===== config.mk =====
export PLATFORM = sky130hd
export DESIGN_NAME = weight_rd_arbiter_flat
export DESIGN_NICKNAME = d
export VERILOG_FILES = /design/src/rtl/inference_pkg.sv /design/src/rtl/weight_rd_arbiter_if.sv /design/src/rtl/rr_priority_pick.sv /design/src/rtl/weight_rd_arbiter.sv /design/src/flat_wrapper.sv
export SDC_FILE = /design/constraint.sdc
export NUM_CORES = 1
export LEC_CHECK = 0
export ABC_AREA = 1
export BUFFER_PORTS_ARGS = -buffer_cell sky130_fd_sc_hd__buf_2
export CAP_MARGIN = 0
export CORE_MARGIN = 5
export CORE_UTILIZATION = 30
export CTS_CLUSTER_DIAMETER = 40
export DETAILED_ROUTE_END_ITERATION = 8
export PLACE_DENSITY = 0.64
export SLEW_MARGIN = 20
export SYNTH_ARGS = -nofsm -noshare
export SYNTH_HDL_FRONTEND = slang
export SYNTH_HIERARCHICAL = 1
export SYNTH_SLANG_ARGS = --single-unit
export TNS_END_PERCENT = 10

===== constraint.sdc =====
create_clock -name clk -period 4.42 [get_ports clk]
set_input_delay 1.105 -clock clk [delete_from_list [all_inputs] [get_ports clk]]
set_output_delay 1.105 -clock clk [all_outputs]
set_load 0.02 [all_outputs]

===== src/rtl/inference_pkg.sv =====
// Shared inference constants, RAM geometry and the weight-read arbiter state type.
package inference_pkg;

  localparam int VOCAB_SIZE     = 76;
  localparam int EMBEDDING_SIZE = 4;
  localparam int LINEAR_SIZE    = 8;

  localparam int RAM_ADDR_W  = 27;
  localparam int RAM_DATA_W  = 16;
  localparam int ARB_NUM_REQ = 3;

  localparam int REQ_EMB   = 0;
  localparam int REQ_HID   = 1;
  localparam int REQ_LOGIT = 2;

  localparam logic [RAM_DATA_W-1:0] TIMEOUT_DATA = 16'hDEAD;

  typedef enum logic [1:0] {
    IDLE      = 2'd0,
    ISSUE     = 2'd1,
    WAIT_DATA = 2'd2,
    RESPOND   = 2'd3
  } arb_state_t;

  function automatic int idx_w(input int n);
    return (n > 1) ? $clog2(n) : 1;
  endfunction

endpackage


===== src/rtl/weight_rd_arbiter_if.sv =====
// Requester + RAM read-port bundle; slave is the arbiter side, master the requester/RAM side.
interface weight_rd_arbiter_if
  import inference_pkg::*;
#(
  parameter int NUM_REQ = ARB_NUM_REQ,
  parameter int ADDR_W  = RAM_ADDR_W,
  parameter int DATA_W  = RAM_DATA_W
);

  logic [NUM_REQ-1:0]        req;
  logic [NUM_REQ*ADDR_W-1:0] req_addr;
  logic [NUM_REQ-1:0]        grant;
  logic [NUM_REQ-1:0]        rsp_valid;
  logic [DATA_W-1:0]         rsp_data;
  logic                      rsp_err;
  logic                      ram_rd_req;
  logic [ADDR_W-1:0]         ram_rd_addr;
  logic                      ram_rd_ready;
  logic                      ram_rd_valid;
  logic [DATA_W-1:0]         ram_rd_data;
  logic [1:0]                dbg_state;

  modport slave (
    input  req, req_addr, ram_rd_ready, ram_rd_valid, ram_rd_data,
    output grant, rsp_valid, rsp_data, rsp_err, ram_rd_req, ram_rd_addr, dbg_state
  );

  modport master (
    output req, req_addr, ram_rd_ready, ram_rd_valid, ram_rd_data,
    input  grant, rsp_valid, rsp_data, rsp_err, ram_rd_req, ram_rd_addr, dbg_state
  );

endinterface


===== src/rtl/rr_priority_pick.sv =====
// Combinational round-robin pick: first set req bit scanning rr_ptr, rr_ptr+1, ... mod NUM_REQ.
module rr_priority_pick
  import inference_pkg::*;
#(
  parameter int NUM_REQ = ARB_NUM_REQ,
  localparam int IDX_W  = idx_w(NUM_REQ)
) (
  input  logic [NUM_REQ-1:0] req,
  input  logic [IDX_W-1:0]   rr_ptr,
  output logic [NUM_REQ-1:0] winner,
  output logic [IDX_W-1:0]   winner_idx,
  output logic               found
);

  logic [IDX_W:0]   sum;
  logic [IDX_W-1:0] pos;

  // Scan from the farthest slot back to rr_ptr so the nearest hit is written last.
  always_comb begin
    winner     = '0;
    winner_idx = '0;
    found      = 1'b0;
    sum        = '0;
    pos        = '0;
    for (int k = NUM_REQ - 1; k >= 0; k--) begin
      sum = {1'b0, rr_ptr} + (IDX_W + 1)'(k);
      if (sum >= (IDX_W + 1)'(NUM_REQ)) begin
        sum = sum - (IDX_W + 1)'(NUM_REQ);
      end
      pos = sum[IDX_W-1:0];
      if (req[pos]) begin
        winner      = '0;
        winner[pos] = 1'b1;
        winner_idx  = pos;
        found       = 1'b1;
      end
    end
  end

endmodule


===== src/rtl/weight_rd_arbiter.sv =====
// Round-robin arbiter for the single weight RAM read port, one read outstanding; req->rsp_valid 3 cycles min,
// ISSUE holds the command until ram_rd_ready. Optional WAIT_DATA watchdog under WEIGHT_ARB_TIMEOUT_EN.
module weight_rd_arbiter
  import inference_pkg::*;
#(
  parameter int NUM_REQ        = ARB_NUM_REQ,
  parameter int ADDR_W         = RAM_ADDR_W,
  parameter int DATA_W         = RAM_DATA_W,
  parameter int TIMEOUT_CYCLES = 1023
) (
  input logic               clk,
  input logic               reset,
  weight_rd_arbiter_if.slave bus
);

  localparam int IDX_W = idx_w(NUM_REQ);

  arb_state_t         state;
  logic [IDX_W-1:0]   rr_ptr;
  logic [NUM_REQ-1:0] pick_onehot;
  logic [IDX_W-1:0]   pick_idx;
  logic               pick_found;

`ifdef WEIGHT_ARB_TIMEOUT_EN
  localparam int WD_W = $clog2(TIMEOUT_CYCLES + 1);
  logic [WD_W-1:0] wd_cnt;
`else
  assign bus.rsp_err = 1'b0;
`endif

  assign bus.dbg_state = state;

  rr_priority_pick #(.NUM_REQ(NUM_REQ)) u_pick (
    .req        (bus.req),
    .rr_ptr     (rr_ptr),
    .winner     (pick_onehot),
    .winner_idx (pick_idx),
    .found      (pick_found)
  );

  always_ff @(posedge clk) begin
    if (reset) begin
      state           <= IDLE;
      rr_ptr          <= '0;
      bus.grant       <= '0;
      bus.rsp_valid   <= '0;
      bus.rsp_data    <= '0;
      bus.ram_rd_req  <= 1'b0;
      bus.ram_rd_addr <= '0;
`ifdef WEIGHT_ARB_TIMEOUT_EN
      bus.rsp_err     <= 1'b0;
      wd_cnt          <= '0;
`endif
    end else begin
      bus.rsp_valid <= '0;
      case (state)
        IDLE: begin
          if (pick_found) begin
            bus.grant       <= pick_onehot;
            bus.ram_rd_req  <= 1'b1;
            bus.ram_rd_addr <= bus.req_addr[int'(pick_idx)*ADDR_W +: ADDR_W];
            rr_ptr          <= (pick_idx == IDX_W'(NUM_REQ - 1)) ? '0 : pick_idx + 1'b1;
            state           <= ISSUE;
          end
        end
        ISSUE: begin
          if (bus.ram_rd_ready) begin
            bus.ram_rd_req <= 1'b0;
            state          <= WAIT_DATA;
          end
        end
        WAIT_DATA: begin
          // grant is one-hot on the owner, so it doubles as the response strobe.
          if (bus.ram_rd_valid) begin
            bus.rsp_data  <= bus.ram_rd_data;
            bus.rsp_valid <= bus.grant;
            state         <= RESPOND;
`ifdef WEIGHT_ARB_TIMEOUT_EN
            wd_cnt        <= '0;
`endif
          end
`ifdef WEIGHT_ARB_TIMEOUT_EN
          else if (wd_cnt == WD_W'(TIMEOUT_CYCLES)) begin
            bus.rsp_data  <= TIMEOUT_DATA;
            bus.rsp_err   <= 1'b1;
            bus.rsp_valid <= bus.grant;
            wd_cnt        <= '0;
            state         <= RESPOND;
          end else begin
            wd_cnt <= wd_cnt + 1'b1;
          end
`endif
        end
        RESPOND: begin
          bus.grant <= '0;
`ifdef WEIGHT_ARB_TIMEOUT_EN
          bus.rsp_err <= 1'b0;
`endif
          state     <= IDLE;
        end
        default: state <= IDLE;
      endcase
    end
  end

endmodule

===== src/flat_wrapper.sv =====
// flat-port wrapper written by rule: the top's interface ports become plain ports
module weight_rd_arbiter_flat import inference_pkg::*;
#(
  parameter int NUM_REQ        = ARB_NUM_REQ,
  parameter int ADDR_W         = RAM_ADDR_W,
  parameter int DATA_W         = RAM_DATA_W,
  parameter int TIMEOUT_CYCLES = 1023
)
  (clk, reset, bus_req, bus_req_addr, bus_ram_rd_ready, bus_ram_rd_valid, bus_ram_rd_data, bus_grant, bus_rsp_valid, bus_rsp_data, bus_rsp_err, bus_ram_rd_req, bus_ram_rd_addr, bus_dbg_state);
  weight_rd_arbiter_if #(.NUM_REQ(NUM_REQ), .ADDR_W(ADDR_W), .DATA_W(DATA_W)) bus_i ();
  input logic clk;
  input logic reset;
  input wire logic [$bits(bus_i.req)-1:0] bus_req;
  input wire logic [$bits(bus_i.req_addr)-1:0] bus_req_addr;
  input wire logic [$bits(bus_i.ram_rd_ready)-1:0] bus_ram_rd_ready;
  input wire logic [$bits(bus_i.ram_rd_valid)-1:0] bus_ram_rd_valid;
  input wire logic [$bits(bus_i.ram_rd_data)-1:0] bus_ram_rd_data;
  output wire logic [$bits(bus_i.grant)-1:0] bus_grant;
  output wire logic [$bits(bus_i.rsp_valid)-1:0] bus_rsp_valid;
  output wire logic [$bits(bus_i.rsp_data)-1:0] bus_rsp_data;
  output wire logic [$bits(bus_i.rsp_err)-1:0] bus_rsp_err;
  output wire logic [$bits(bus_i.ram_rd_req)-1:0] bus_ram_rd_req;
  output wire logic [$bits(bus_i.ram_rd_addr)-1:0] bus_ram_rd_addr;
  output wire logic [$bits(bus_i.dbg_state)-1:0] bus_dbg_state;
  assign bus_i.req = bus_req;
  assign bus_i.req_addr = bus_req_addr;
  assign bus_i.ram_rd_ready = bus_ram_rd_ready;
  assign bus_i.ram_rd_valid = bus_ram_rd_valid;
  assign bus_i.ram_rd_data = bus_ram_rd_data;
  assign bus_grant = bus_i.grant;
  assign bus_rsp_valid = bus_i.rsp_valid;
  assign bus_rsp_data = bus_i.rsp_data;
  assign bus_rsp_err = bus_i.rsp_err;
  assign bus_ram_rd_req = bus_i.ram_rd_req;
  assign bus_ram_rd_addr = bus_i.ram_rd_addr;
  assign bus_dbg_state = bus_i.dbg_state;
  weight_rd_arbiter #(.NUM_REQ(NUM_REQ), .ADDR_W(ADDR_W), .DATA_W(DATA_W), .TIMEOUT_CYCLES(TIMEOUT_CYCLES)) u_core (.clk(clk), .reset(reset), .bus(bus_i));
endmodule

==> results.yml, run 1 <==
layout:
  stdcell_area_sq_um: 3860
  fill_cells: 1057
  final_cells: 757
  drive_above_1_share: 0.279
  antenna_cells: 0
  syn2layout_area_growth_pct: 31.2
  nets: 736
clock_tree:
  cts_setup_buffers: 0
  clockBufferDepth: 2
  insertion_delay_ps: 290
  cts_buffers: 5
  root_buffer: "clkbuf_8"
  cts_sinks: 54
  cts.clk_slew.worst_paths_ps: 90
  h-tree-depth: 2
  hold_buffers: 0
  cts_tree: "built"
  post_cts_resized: 0
power:
  vdd_drop_max_mv: 0.263
  power_density_nw_per_um2: 697
  leakage_nw: 2.12
global_routing:
  antenna_found_initial: 0
  grt_pass1_wl_microns: 14000
  grt.overflow.total: 0
  first_global_vias: 3062
  grt_max_degree: 61
  grtUsageTotal: 0.144
placed_design:
  hpwl_microns: 6810
  portBuffers: 155
  placed_cells: 750
  placed_area_sq_um: 3780
  dp_slack_ps: 1320
  gp_congestion: 0.934
sta:
  finalCritPeriodShare: 0.628
  grt_setup_unrepaired: "no"
  setup_viol: 0
  slew_viol_final: 0
  setup_tns_ps: 0
  relSlewSlack: 0.373
  final-hold-violation-count: 0
  fin_crit_ps: 2780
  worst_slack_ps: 1640
  fmax_mhz: 360
  clock_skew_ps: 5.01
  tightest_slew_ps: 935
floorplanning:
  start_util: 0.304
  die_y_microns: 109
  io_pins: 157
  fp-row-count: 36
  die_w_microns: 109
  die-area_sq_um: 11900
  core-area_sq_um: 9680
job:
  drv_cap: 0
setup_path:
  crit_path_end_kind: "flip-flop"
  path_max_fanout: 17
  worstPathRequired_ps: 4660
  arrival_ps: 3010
  start_kind: "input pin"
  critical_path_class: "in -> reg"
hold_path:
  hp-class: "reg -> reg"
synthesis:
  synth.distinct_cells: 25
  ys_seq_elements: 54
  syn-cell-area_sq_um: 2940
  synth-seq-area-share: 0.367
  yosysTopAreaCellShare: 0.367
  postSynthCellCount: 480
  yosysTopAreaCell: "dfxtp_1"
  syn-num-nets: 592
  synth.area.top_cells: "dfxtp_1, nand2_1, nor2_1"
  syn_avg_cell_area_sq_um: 6.13
  yosysWarningCount: 6
detailed_routing:
  drc: 0
  postRouteWirelength_microns: 8940
  drt_iter0_drc: 174
  drt-vias-per-instance: 4.46
  drt_pass1_iterations: 5
  ant_nets: 0
  vias: 3374
  routedWlPerCell_microns: 11.8
run_status:
  status: "complete, no violations"
[worst max-delay path, stage by stage]
cell     delay (ps)
buf_2           120
inv_1            60
o21ai_0         220
nand2_1         140
nand2_1         110
nand2_1          60
nand2_1          50
nand2_1         110
nor2_2          400
buf_4           320
nand3_1         100
nand2_1          90
nor2_1           50
nor2_1           70
[stage by stage]
| stage | hold slack, ps | power, W | util |
|---|---|---|---|
| CTS | 467 | 0.00273 | 0.399 |
| global placement | 448 | 0.00242 | 0.390 |
| global route | 496 | 0.00300 | 0.399 |
| detailed placement | 453 | 0.00246 | 0.390 |
| finish | 468 | 0.00269 | 0.399 |
| floorplan | 471 | 0.00205 | - |
[where the power goes]
group	internal (W)	total (W)	switching (W)
combinational	0.000552	0.00170	0.00115
clock	0.000107	0.000253	0.000147
sequential	0.000647	0.000737	0.0000900
total	0.00131	0.00269	0.00138
[final timing paths]
check / from / endpoint / slack [ps] / cells after the start
setup / recovery: bus_req[2] / u_core/bus.ram_rd_addr[5]$_SDFFE_PP0P_ / 1640 / 14
hold / removal: u_core/bus.grant[0]$_SDFFE_PP0P_ / u_core/bus.rsp_valid[0]$_SDFF_PP0_ / 470 / 2
setup reg to reg: u_core/rr_ptr[0]$_SDFFE_PP0P_ / u_core/bus.ram_rd_addr[5]$_SDFFE_PP0P_ / 1730 / 14
hold reg to reg: u_core/bus.grant[0]$_SDFFE_PP0P_ / u_core/bus.rsp_valid[0]$_SDFF_PP0_ / 470 / 2
[per-layer routing]
| metal | vias up | track usage | share of wire |
|---|---|---|---|
| li1 | 1763 | - | - |
| met5 | - | 0 | 0 |
| met3 | 0 | 0.0379 | 0.10 |
| met2 | 140 | 0.246 | 0.47 |
| met1 | 1471 | 0.183 | 0.42 |
| met4 | 0 | 0.0225 | 0 |
[area by class of cell]
type | instances | area [sq um] | area share
Clock buffer | 5 | 68.8 | 0.0178
Clock inverter | 2 | 10.0 | 0.00259
Inverter | 32 | 120 | 0.0311
Multi-Input combinational cell | 372 | 1610 | 0.417
Sequential cell | 54 | 1080 | 0.280
Tap cell | 133 | 166 | 0.0431
Timing Repair Buffer | 159 | 806 | 0.209
[synthesized netlist by cell type (all sizes together)]
library cell	instances
a21oi	8
nand3	34
nand4	1
a21boi	1
o21ai	39
nand2	172
clkbuf	6
ha	8
clkinv	2
nor2	108
dfxtp	54
inv	30
buf	16
conb	1
[sequential cells by signal, summed over array words and instances, names as in the netlist]
| register | cells |
|---|---|
| u_core/bus.rsp_data | 16 |
| u_core/bus.ram_rd_addr | 27 |
| u_core/bus.ram_rd_req | 1 |
| u_core/bus.rsp_valid | 3 |
| u_core/bus.grant | 3 |
| u_core/bus.dbg_state | 2 |
| u_core/rr_ptr | 2 |
[logic make-up (layout without fill, tap and decap cells)]
group | count (synthesis) | after routing | share of synthesized area
AND/OR/NAND/NOR | 315 | 315 | 0.427
flip-flops | 54 | 54 | 0.367
buffers and inverters | 54 | 198 | 0.0863
AO/OA/AOI/OAI | 48 | 48 | 0.0838
adder cells (fa/ha/maj) | 8 | 8 | 0.0340
other | 1 | 1 | 0.00127
[cells in the final DEF (no fill, tap or decap), drive strengths merged]
cell,instances
inv,29
ha,8
clkinv,5
nor2,108
buf,159
nand2,172
a21oi,8
conb,1
a21boi,1
clkbuf,5
nand4,1
nand3,34
o21ai,39
dfxtp,54
Power figures use the tool's default switching activity.
==> inputs of run 2 (changes only) <==
ABC_AREA = 0   (was 1)
PLACE_DENSITY = 0.65   (was 0.64)
clock period = 2.6 ns   (was 4.42 ns; I/O delays follow)
==> results.yml, run 2 <==
run_status:
  status: "complete, no violations"
setup_path:
  slowest_stage: "or3_4"
  start_kind: "flip-flop"
  crit_buf_inv: 3
  max_stage_delay_ps: 430
  arrival_ps: 2690
  cpLargestDelayFamily: "simple AND/OR/NAND/NOR gates"
  reg2reg_to: "u_core/bus.ram_rd_addr[22]$_SDFFE_PP0P_"
  rrSetupSlack_ps: 110
  setup.worst_path.end: "u_core/bus.ram_rd_addr[22]$_SDFFE_PP0P_"
  crit_path_end_kind: "flip-flop"
  crit_start: "u_core/rr_ptr[0]$_SDFFE_PP0P_"
  crit_top_cell: "inv_1"
  critical_path_class: "reg -> reg"
  worstPathRequired_ps: 2800
  crit_cells: 9
  crit_chain: "inv_1 > ha_2 > buf_4 > inv_1 > mux2_4 > or3_4 > nand2_2 > nor3b_4 > a221o_1"
  rr_startpoint: "u_core/rr_ptr[0]$_SDFFE_PP0P_"
  rr_worst_depth: 9
  path_max_fanout: 8
sta:
  finalCritPeriodShare: 0.959
  fmax_mhz: 401
  hold-worst-slack_ps: 458
  slew_viol_final: 0
  fin_crit_ps: 2490
  relSlewSlack: 0.592
  final-hold-violation-count: 0
  setup_tns_ps: 0
  tightest_slew_ps: 611
  setup_viol: 0
  clock_skew_ps: 9.89
clock_tree:
  cts.clk_slew.worst_paths_ps: 100
  clockBufferDepth: 2
  insertion_delay_ps: 300
  cts_buffers: 5
  cts_tree: "built"
  root_buffer: "clkbuf_8"
  h-tree-depth: 2
  cts_sinks: 54
  hold_buffers: 0
floorplanning:
  fp-row-count: 35
  die-area_sq_um: 11200
  start_util: 0.304
  die_w_microns: 106
  die_y_microns: 106
  core-area_sq_um: 9110
  io_pins: 157
layout:
  syn2layout_area_growth_pct: 39.1
  largest_register_ffs: 27
  antenna_cells: 0
  final_common_cell: "buf_2"
  regMostFlops: "u_core/bus.ram_rd_addr"
  final_cell_mix: "buf_2, dfxtp_1, nand2_1"
  drive_above_1_share: 0.430
  top_regs: "u_core/bus.ram_rd_addr (27), u_core/bus.rsp_data (16)"
  nets: 583
  final_core_util: 0.423
synthesis:
  synth_ff_type: "dfxtp_1"
  synth.most_common_cell: "dfxtp_1"
  synth.distinct_cells: 46
  syn-num-nets: 424
  synth.area.top_cells: "dfxtp_1, mux2_1, nand2_1"
  syn-cell-area_sq_um: 2770
  synth-seq-area-share: 0.391
  async_reset_ff_frac: 0
  ys_seq_elements: 54
  yosysWarningCount: 6
  synth_commonest_cells: "dfxtp_1, nand2_1, nor2_1"
  yosysTopAreaCellShare: 0.391
  yosysTopAreaCell: "dfxtp_1"
  syn_avg_cell_area_sq_um: 8.87
  synth_edf_count: 0
  postSynthCellCount: 312
power:
  power_density_nw_per_um2: 1060
  leakage_nw: 1.79
  vdd_drop_max_mv: 0.402
job:
  drv_cap: 0
global_routing:
  grtUsageTotal: 0.142
  grt_pass1_wl_microns: 13300
  grt_max_degree: 28
  first_global_vias: 2889
  grt.overflow.total: 0
  antenna_found_initial: 0
detailed_routing:
  postRouteWirelength_microns: 8350
  drt_pass1_iterations: 4
  ant_nets: 0
  drt-vias-per-instance: 4.88
  drt_iter0_drc: 81
  vias: 2845
  drc: 0
  routedWlPerCell_microns: 14.3
hold_path:
  hp-class: "reg -> reg"
placed_design:
  portBuffers: 155
  hpwl_microns: 6600
  gp_congestion: 0.784
-- run 2: changes by cell type after synthesis, sizes merged, moves of 11 or more --
cell,delta
mux2,+19
nor2,-76
a21oi,+11
a221oi,+17
nand2,-129
nand3,-34
inv,-22
mux2i,+14
o21ai,-33
nor3,+17
-- run 2: cell families after synthesis --
kind of cell    count (synthesis)  share of synthesized area
simple gates                  114                      0.194
flops                          54                      0.391
other cells                     1                    0.00135
buf+inv                        32                     0.0619
fa+ha+maj                       8                     0.0362
compound gates                 70                      0.185
mux                            33                      0.131
-- run 2: layer usage --
layer | vias to the layer above | GRT usage | wire [microns]
met2 | 106 | 0.251 | 4090
met1 | 1301 | 0.171 | 3550
li1 | 1432 | - | -
met4 | 0 | 0.0268 | 57
met5 | - | 0 | 0
met3 | 6 | 0.0425 | 643
-- run 2: repair_timing --
item | 4_1_cts | 5_1_grt
buffers inserted | 0 | 1
setup endpoints to repair | 23 | 28
gates resized for setup | 3 | 9
pin swaps | 0 | 3
-- run 2: worst min path at each step --
stage                                          from                                    to  slack (ps)  cells past startpoint
6_report       u_core/bus.rsp_data[12]$_SDFFE_PP0P_  u_core/bus.rsp_data[12]$_SDFFE_PP0P_         460                      2
3_5_place_dp    u_core/bus.rsp_data[6]$_SDFFE_PP0P_   u_core/bus.rsp_data[6]$_SDFFE_PP0P_         450                      2
3_3_place_gp    u_core/bus.rsp_data[7]$_SDFFE_PP0P_   u_core/bus.rsp_data[7]$_SDFFE_PP0P_         440                      2
2_1_floorplan         u_core/rr_ptr[0]$_SDFFE_PP0P_         u_core/rr_ptr[0]$_SDFFE_PP0P_         470                      2
5_1_grt         u_core/bus.rsp_data[4]$_SDFFE_PP0P_   u_core/bus.rsp_data[4]$_SDFFE_PP0P_         480                      2
4_1_cts         u_core/bus.rsp_data[6]$_SDFFE_PP0P_   u_core/bus.rsp_data[6]$_SDFFE_PP0P_         460                      2
-- run 2: worst reg2reg max path, stage by stage (launching register included) --
cell	delay (ps)
dfxtp_4	380
inv_1	90
ha_2	300
buf_4	150
inv_1	100
mux2_4	320
or3_4	430
nand2_2	150
nor3b_4	90
a221o_1	380
-- run 2: report_power, final --
group	switching [W]	internal [W]	leakage, nW	total, W
registers	0.000134	0.00106	0.444	0.00119
logic	0.00133	0.00106	1.31	0.00239
clock network	0.000291	0.000195	0.0447	0.000486
total	0.00176	0.00231	1.79	0.00407
-- run 2: through the flow --
stage | std cells | power (W) | instance area (sq um) | setup slack, ps
floorplan | 312 | 0.00283 | 2770 | 83.9
CTS | 582 | 0.00405 | 3810 | 37.3
finish | 583 | 0.00407 | 3850 | 107
global placement | 574 | 0.00347 | 3700 | -206
global route | 583 | 0.00439 | 3850 | -2.46
detailed placement | 574 | 0.00353 | 3700 | -126
-- run 2: area by class of cell --
type,instances,area (sq um)
sequential,54,1080
clock buffer,5,68.8
inverter,9,33.8
clock inverter,3,25.0
tap,111,139
fill,933,5260
timing repair buffer,175,937
multi-input combinational,226,1560
